[config.mk]
export PLATFORM = sky130hd
export DESIGN_NAME = bin_to_bcd_seq_flat
export DESIGN_NICKNAME = d
export VERILOG_FILES = /design/src/rtl/bin_to_bcd_seq_if.sv /design/src/rtl/bin_to_bcd_seq.sv /design/src/flat_wrapper.sv
export SDC_FILE = /design/constraint.sdc
export NUM_CORES = 1
export LEC_CHECK = 0
export CORE_MARGIN = 10
export CORE_UTILIZATION = 49
export CTS_CLUSTER_DIAMETER = 50
export CTS_CLUSTER_SIZE = 8
export DETAILED_ROUTE_END_ITERATION = 12
export PLACE_DENSITY = 0.75
export SETUP_SLACK_MARGIN = 0.5
export SLEW_MARGIN = 15
export SYNTH_ARGS = -nofsm -noshare
export SYNTH_HDL_FRONTEND = slang
export SYNTH_SLANG_ARGS = --single-unit
[constraint.sdc]
create_clock -name clk -period 1.55 [get_ports clk]
set_input_delay 0.2325 -clock clk [delete_from_list [all_inputs] [get_ports clk]]
set_output_delay 0.2325 -clock clk [all_outputs]
set_load 0.03 [all_outputs]
[src/rtl/bin_to_bcd_seq_if.sv]
// Request/result bundle for the sequential binary-to-BCD converter.
//   start : conversion request (requester -> converter)
//   bin   : unsigned binary value, WIDTH bits (requester -> converter)
//   busy  : conversion in progress (converter -> requester)
//   done  : one-cycle pulse, first cycle a new result is visible
//   bcd   : packed BCD result {thousands, hundreds, tens, units}
//   ovf   : last converted value was above 9999
interface bin_to_bcd_seq_if #(
  parameter int unsigned WIDTH = 16
);

  logic             start;
  logic [WIDTH-1:0] bin;
  logic             busy;
  logic             done;
  logic [15:0]      bcd;
  logic             ovf;

  // Requester side (e.g. whatever feeds the display driver)
  modport master (
    output start, bin,
    input  busy, done, bcd, ovf
  );

  // Converter side
  modport slave (
    input  start, bin,
    output busy, done, bcd, ovf
  );

endinterface

[src/rtl/bin_to_bcd_seq.sv]
// Sequential binary-to-BCD converter (shift-and-add-3), one iteration per clock.
// The 16-bit packed BCD result feeds a 4-digit seven-segment driver directly and
// is held stable between conversions.
//   clk  : system clock, rising edge
//   rst  : synchronous active-high reset
//   bus  : bin_to_bcd_seq_if.slave -- start/bin in; busy/done/bcd/ovf out
module bin_to_bcd_seq #(
  parameter int unsigned WIDTH = 16
) (
  input  logic             clk,
  input  logic             rst,
  bin_to_bcd_seq_if.slave  bus
);

  localparam int unsigned CNT_W  = $clog2(WIDTH + 1);
  localparam int unsigned DIGITS = 5;
  localparam int unsigned ACC_W  = 4 * DIGITS;

  typedef enum logic [1:0] {
    IDLE  = 2'd0,
    SHIFT = 2'd1,
    DONE  = 2'd2
  } state_e;

  state_e             state_q, state_d;
  logic [ACC_W-1:0]   acc_q, acc_d;
  logic [WIDTH-1:0]   sh_q, sh_d;
  logic [CNT_W-1:0]   cnt_q, cnt_d;
  logic               busy_q, busy_d;
  logic               done_q, done_d;
  logic [15:0]        bcd_q, bcd_d;
  logic               ovf_q, ovf_d;

  logic [ACC_W-1:0]   acc_adj_c;
  // One bit wider than the accumulator so the final shift-out also feeds ovf
  logic [ACC_W:0]     acc_shift_c;

  // Per-digit add-3 for any digit >= 5; 4-bit add, carry absorbed by the shift
  always_comb begin
    acc_adj_c = '0;
    for (int i = 0; i < DIGITS; i++) begin
      if (acc_q[4*i +: 4] >= 4'd5) begin
        acc_adj_c[4*i +: 4] = acc_q[4*i +: 4] + 4'd3;
      end else begin
        acc_adj_c[4*i +: 4] = acc_q[4*i +: 4];
      end
    end
    acc_shift_c = {acc_adj_c, sh_q[WIDTH-1]};
  end

  // State and datapath registers
  always_ff @(posedge clk) begin
    if (rst) begin
      state_q <= IDLE;
      acc_q   <= '0;
      sh_q    <= '0;
      cnt_q   <= '0;
      busy_q  <= 1'b0;
      done_q  <= 1'b0;
      bcd_q   <= 16'h0000;
      ovf_q   <= 1'b0;
    end else begin
      state_q <= state_d;
      acc_q   <= acc_d;
      sh_q    <= sh_d;
      cnt_q   <= cnt_d;
      busy_q  <= busy_d;
      done_q  <= done_d;
      bcd_q   <= bcd_d;
      ovf_q   <= ovf_d;
    end
  end

  // Next-state and registered-output logic
  always_comb begin
    state_d = state_q;
    acc_d   = acc_q;
    sh_d    = sh_q;
    cnt_d   = cnt_q;
    busy_d  = 1'b0;
    done_d  = 1'b0;
    bcd_d   = bcd_q;
    ovf_d   = ovf_q;

    unique case (state_q)
      IDLE, DONE: begin
        if (bus.start) begin
          acc_d   = '0;
          sh_d    = bus.bin;
          cnt_d   = CNT_W'(WIDTH);
          busy_d  = 1'b1;
          state_d = SHIFT;
        end else begin
          state_d = IDLE;
        end
      end

      SHIFT: begin
        acc_d = acc_shift_c[ACC_W-1:0];
        sh_d  = WIDTH'(sh_q << 1);
        cnt_d = cnt_q - CNT_W'(1);
        if (cnt_q == CNT_W'(1)) begin
          bcd_d   = acc_shift_c[15:0];
          ovf_d   = |acc_shift_c[ACC_W:16];
          done_d  = 1'b1;
          state_d = DONE;
        end else begin
          busy_d  = 1'b1;
        end
      end

      default: begin
        state_d = IDLE;
      end
    endcase
  end

  assign bus.busy = busy_q;
  assign bus.done = done_q;
  assign bus.bcd  = bcd_q;
  assign bus.ovf  = ovf_q;

endmodule

[src/flat_wrapper.sv]
// flat-port wrapper written by rule: the top's interface ports become plain ports
module bin_to_bcd_seq_flat 
#(
  parameter int unsigned WIDTH = 16
)
  (clk, rst, bus_start, bus_bin, bus_busy, bus_done, bus_bcd, bus_ovf);
  bin_to_bcd_seq_if #(.WIDTH(WIDTH)) bus_i ();
  input  logic clk;
  input  logic rst;
  input wire logic [$bits(bus_i.start)-1:0] bus_start;
  input wire logic [$bits(bus_i.bin)-1:0] bus_bin;
  output wire logic [$bits(bus_i.busy)-1:0] bus_busy;
  output wire logic [$bits(bus_i.done)-1:0] bus_done;
  output wire logic [$bits(bus_i.bcd)-1:0] bus_bcd;
  output wire logic [$bits(bus_i.ovf)-1:0] bus_ovf;
  assign bus_i.start = bus_start;
  assign bus_i.bin = bus_bin;
  assign bus_busy = bus_i.busy;
  assign bus_done = bus_i.done;
  assign bus_bcd = bus_i.bcd;
  assign bus_ovf = bus_i.ovf;
  bin_to_bcd_seq #(.WIDTH(WIDTH)) u_core (.clk(clk), .rst(rst), .bus(bus_i));
endmodule
# Yosys cells after proc, flatten, opt, wreduce, memory -nomap -nowiden
# Index checks and enable logic that the tools add are counted.
# W data, S select, Z words.
[classes]
addsub = 6
mul = 0
div_mod_pow = 0
order_cmp = 5
n_eq_ne = 5
n_shift = 0
n_mux = 18
n_bitwise = 1
reduce_logical = 7
[ops]
columns = ["operator", "count"]
rows = [
  ["$pmux W20 S2", 1],
  ["$pmux W16 S2", 1],
  ["$add A4 B2 Y4 const B", 5],
  ["$ge A4 B3 Y1 const B", 5],
  ["$mux W20", 1],
  ["$mux W4", 5],
  ["$mux W16", 1],
  ["$pmux W5 S2", 1],
  ["$eq A5 B1 Y1 const B", 1],
  ["$mux W5", 1],
  ["$reduce_or A5 Y1", 1],
  ["$sub A5 B1 Y5 const B", 1],
  ["$mux W1", 4],
  ["$pmux W2 S2", 1],
  ["$reduce_and A2 Y1", 2],
  ["$reduce_or A2 Y1", 2],
  ["$eq A2 B1 Y1 const B", 1],
  ["$eq A2 B2 Y1 const B", 1],
  ["$logic_not A2 Y1", 1],
  ["$mux W2", 1],
  ["$ne A2 B1 Y1 const B", 1],
  ["$ne A2 B2 Y1 const B", 1],
  ["$pmux W1 S2", 1],
  ["$reduce_bool A2 Y1", 1],
  ["$not A1 Y1", 1],
]
[totals]
reg_bits = 62
latch_bits = 0
ramBits = 0
rom_bits = 0
input_bits = 19
output_inout_bits = 19
word_cells = 50
n_memories = 0

# Logic depth before layout (Yosys ltp)
[depth]
word_depth = 4
depth_mapped = 8
depth_no_buf = 7

# Worst setup path after synthesis
# OpenSTA, ideal clock, no wires.
[synth_timing]
path_kind = "flip-flop to flip-flop"
startpoint = "reg u_core.cnt_q[0]"
endpoint = "reg u_core.bcd_q[2], in the netlist u_core.bus.bcd[2]"
setup_time_ns = 0.132
arrival_time_ns = 1.579
required_ns = 1.418
setup_slack_ns = -0.161
stages_incl_launch_ff = 8
path_buffers = 2
period_less_slack_ns = 1.711
cell_sequence = "dfxtp_1 > ha_1 > or4b_4 > or2_1 > buf_6 > buf_6 > nand2_1 > a21oi_1"
[synth_via]
elab_chain_cells = 2
[synth_lines]
columns = ["item", "line_no", "source"]
rows = [
  ["start: declaration", "bin_to_bcd_seq.sv:28", "logic [CNT_W-1:0] cnt_q, cnt_d;"],
  ["start signal: assignment", "bin_to_bcd_seq.sv:66", "cnt_q <= cnt_d;"],
  ["$eq A5 B1 Y1", "bin_to_bcd_seq.sv:102", "if (cnt_q == CNT_W'(1)) begin"],
  ["$reduce_and A2 Y1 (no source line)", "n/a", ""],
  ["end signal: assignment", "bin_to_bcd_seq.sv:60", "bcd_q <= 16'h0000;"],
  ["end signal: assignment", "bin_to_bcd_seq.sv:69", "bcd_q <= bcd_d;"],
  ["end: declaration", "bin_to_bcd_seq.sv:31", "logic [15:0] bcd_q, bcd_d;"],
]
# Every way passes these cells.
# A chain may end at the register's enable or synchronous reset.

# Worst setup path after layout
[layout_timing]
startpoint = "reg u_core.cnt_q[1]"
endpoint = "reg u_core.bcd_q[7], in the netlist u_core.bus.bcd[7]"
# The elaborated chain is that of the path after synthesis.

==> summary.md <==
| Metric | Value |
|---|---|
| Cells after Synth | `around 330` |
| Setup total negative slack | `-3.88 ns` |
| WL met2 | `about 5500 um` |
| Drt wl/cell | `21.2 um` |
| Power Dens Cells | `804 nW/um^2` |
| CORE AREA | `5510 sq um` |
| Post-synth top area cell | `dfxtp_1` |
| N_diodes | `0` |
| Critical Path Source Type | `flop` |
| FF/Latch Area | `approximately 1300 sq um` |
| Vias in the first global route | `between 2k and 3k` |
| Setup Skew | `0.0145 ns` |
| Power Total | `between 3 and 4 mW` |
| Chip Width | `~95 um` |
| WS Path Type | `flop to flop` |
| Critical Path Sink Type | `flop` |
| Die Ht | `95.3 um` |
| MaxCap Viol Count | `0` |
| Yosys warns | `0` |
| Async S/R FF share, synth | `0%` |
| Max Buffers Root-to-Sink | `2` |
| Failing checks | `negative setup slack` |
| Final setup margin | `-0.282 ns` |
| Starting Density | `50.4%` |
| Distinct cells, synth | `30` |
| Design area | `4740 sq um` |
| Cell Area, Placed | `3620 sq um` |
| I/O pins | `38` |
| Main area contributors after synthesis | `dfxtp_1 (45%), a21oi_1 (8.1%), a22oi_1 (8.1%)` |
| CTS Buf Count | `9` |
| Achievable Freq | `546 MHz` |
| Skew-Pair Late Insertion Delay | `0.35 ns` |
| Post-layout minimum cycle time | `roughly 1.8 ns` |
| Req. time, crit path | `~1.8 ns` |
| Hold crit path type | `input pin to flop` |
| Final #Nets | `451` |
| WHS | `0.357 ns` |
| Clock-pin transition on the worst setup and hold timing paths | `0.07 ns` |
| DR iter-0 viols | `165` |
| Setup WS pre-CTS | `-0.139 ns` |
| Worst Path Max Fanout | `5` |
| Reg-to-reg setup timing slack | `-0.28 ns` |
| Hold buffer count at cts | `0` |
| P&R area growth vs syn | `70.7%` |
| Worst IR Drop VDD | `0.671 mV` |
| Max Slew Vio Count | `0` |
| Hold Fails Final Rpt | `0` |
| Ys flop type | `dfxtp_1` |
| Die area | `between 9000 and 10000 sq um` |
| FF+latch count, synth | `62` |
| Initial antenna violation count | `0` |
| Gr ovfl total | `0` |
| Synth top cells by count | `dfxtp_1 (62), nand2_1 (46), a21oi_1 (45)` |
| Final Cycle Share | `118%` |
| Fillcell total | `238` |
| Post-Syn Area | `approximately 2800 sq um` |
| Count leader, synth | `dfxtp_1` |
| TritonCTS clock tree | `yes` |
| Lkg Pwr | `1.74 nW` |
| Relative slew slack | `between 60 and 70%` |
| Placer Congestion | `0.797` |
| Syn Nets | `between 300 and 400` |
| Router iterations before antenna repair | `5` |
| Setup-failing EPs final | `22` |
| Routed WL | `10500 um` |
| Post-synth EDFFs | `0` |
| Met1 WL | `3880 um` |
| Avg Cell Area, Syn | `8.34 sq um` |
| All-Layer GR Usage | `between 10% and 20%` |
| Vias per inst | `5.97` |
| Highest Signal Layer | `met4` |
| Measured slew at the worst slew-check pin | `0.450 ns` |
| DRT antenna net count | `0` |
| Clock net sink count | `62` |
| Htree depth | `3` |
| Seq/Total Area, Yosys | `44.7%` |
| # DRC | `0` |
| Root Buffer | `clkbuf_8` |
| Met3 Routed Length | `672 um` |
| # port buffers | `37` |
| Largest net degree at the start of global routing | `63` |
| Status | `complete, but fails checks` |
| First-pass GRT wire length | `14000 um` |
| Critical Path AT | `2.05 ns` |
| Synth top area share | `44.7%` |
| Post-DP HPWL | `4470 um` |
| Rows | `27` |
| Layout cells sized above 1 | `54.2%` |
| RSZ-0062 raised after global routing | `true` |
| DR vias | `2960` |
| Multi-input gate area | `a little under 2000 sq um` |
cell families (layout without fill, tap and decap cells):
logic type,count (synthesis),in the layout,synth area share (%)
compound gates,97,97,21.6
simple gates,118,118,19.4
flops,62,62,44.7
xor+xnor,5,5,1.58
mux,6,6,2.21
fa+ha+maj,12,12,5.41
buf+inv,33,124,5.09
registers in the layout, indices dropped and copies added, names as in the netlist:
signal	flops
u_core.acc_q	20
u_core.bus.bcd	16
u_core.sh_q	16
u_core.cnt_q	5
u_core.state_q	2
u_core.bus.busy	1
u_core.bus.done	1
u_core.bus.ovf	1
worst max-delay path, stage by stage, from the launching register on:
cell	delay, ns
dfxtp_2	0.34
inv_2	0.08
ha_4	0.12
or4b_4	0.46
or2_4	0.30
buf_12	0.15
a211oi_2	0.18
nor3_1	0.08
per-stage QoR:
step	util [%]	instances
after global placement	65.8	443
final	86.1	496
after floorplan	-	333
after CTS	79.8	483
after detailed placement	65.8	443
after global routing	86.1	496
worst paths after layout:
| check | startpoint | end | cells past startpoint |
|---|---|---|---|
| worst min register to register | u_core.bus.bcd[4] | u_core.bus.bcd[4] | 2 |
| worst max register to register | u_core.cnt_q[1] | u_core.bus.bcd[7] | 7 |
| worst max-delay path | u_core.cnt_q[1] | u_core.bus.bcd[7] | 7 |
| worst min-delay path | rst | u_core.acc_q[17] | 3 |
what timing repair did:
action / in CTS / in global routing
buffers inserted: 20 / 11
pin swaps: 31 / 36
gates cloned: 5 / 2
resized for setup: 224 / 47
setup endpoints to repair: 81 / 79
metal layers:
metal | vias up | track usage (%)
met2 | 122 | 35.0
met3 | 42 | 4.08
met1 | 1460 | 21.1
met5 | - | 0
li1 | 1336 | -
met4 | 0 | 7.48
power by group:
part / leakage (nW) / switching (mW) / internal, mW
logic: 1.13 / 0.379 / 0.414
clock network: 0.0926 / 0.628 / 0.703
registers: 0.522 / 0.0486 / 1.64
layout make-up:
| cell class | instances | share of cell area [%] |
|---|---|---|
| sequential | 62 | 27.4 |
| multi-input combinational | 238 | 41.9 |
| inverter | 12 | 1.21 |
| clock buffer | 14 | 3.64 |
| tap | 72 | 1.90 |
| timing repair buffer | 97 | 23.9 |
| clock inverter | 1 | 0.106 |
cell usage in the layout, fill, tap and decap left out, types with 3 or more instances in the layout:
cell and n:
nor3_2 5, o21ai_2 6, nor2_1 32, nor3b_1 4
a21oi_1 32, buf_4 31, o21ai_0 3, nand2_2 14
dfxtp_1 28, xnor2_2 3, mux2i_2 4, nand2b_4 7
dfxtp_4 6, nand2_1 31, a22oi_2 11, clkdlybuf4s50_1 17
inv_2 7, buf_6 32, clkbuf_8 12, a21oi_4 8
inv_4 3, a211oi_2 3, nand3_1 6, a22oi_1 19
o21ai_1 4, nor3_1 5, dfxtp_2 28, buf_16 4
ha_4 11, a21oi_2 5, buf_12 7
Note: power is estimated with default switching activity, not from simulation.
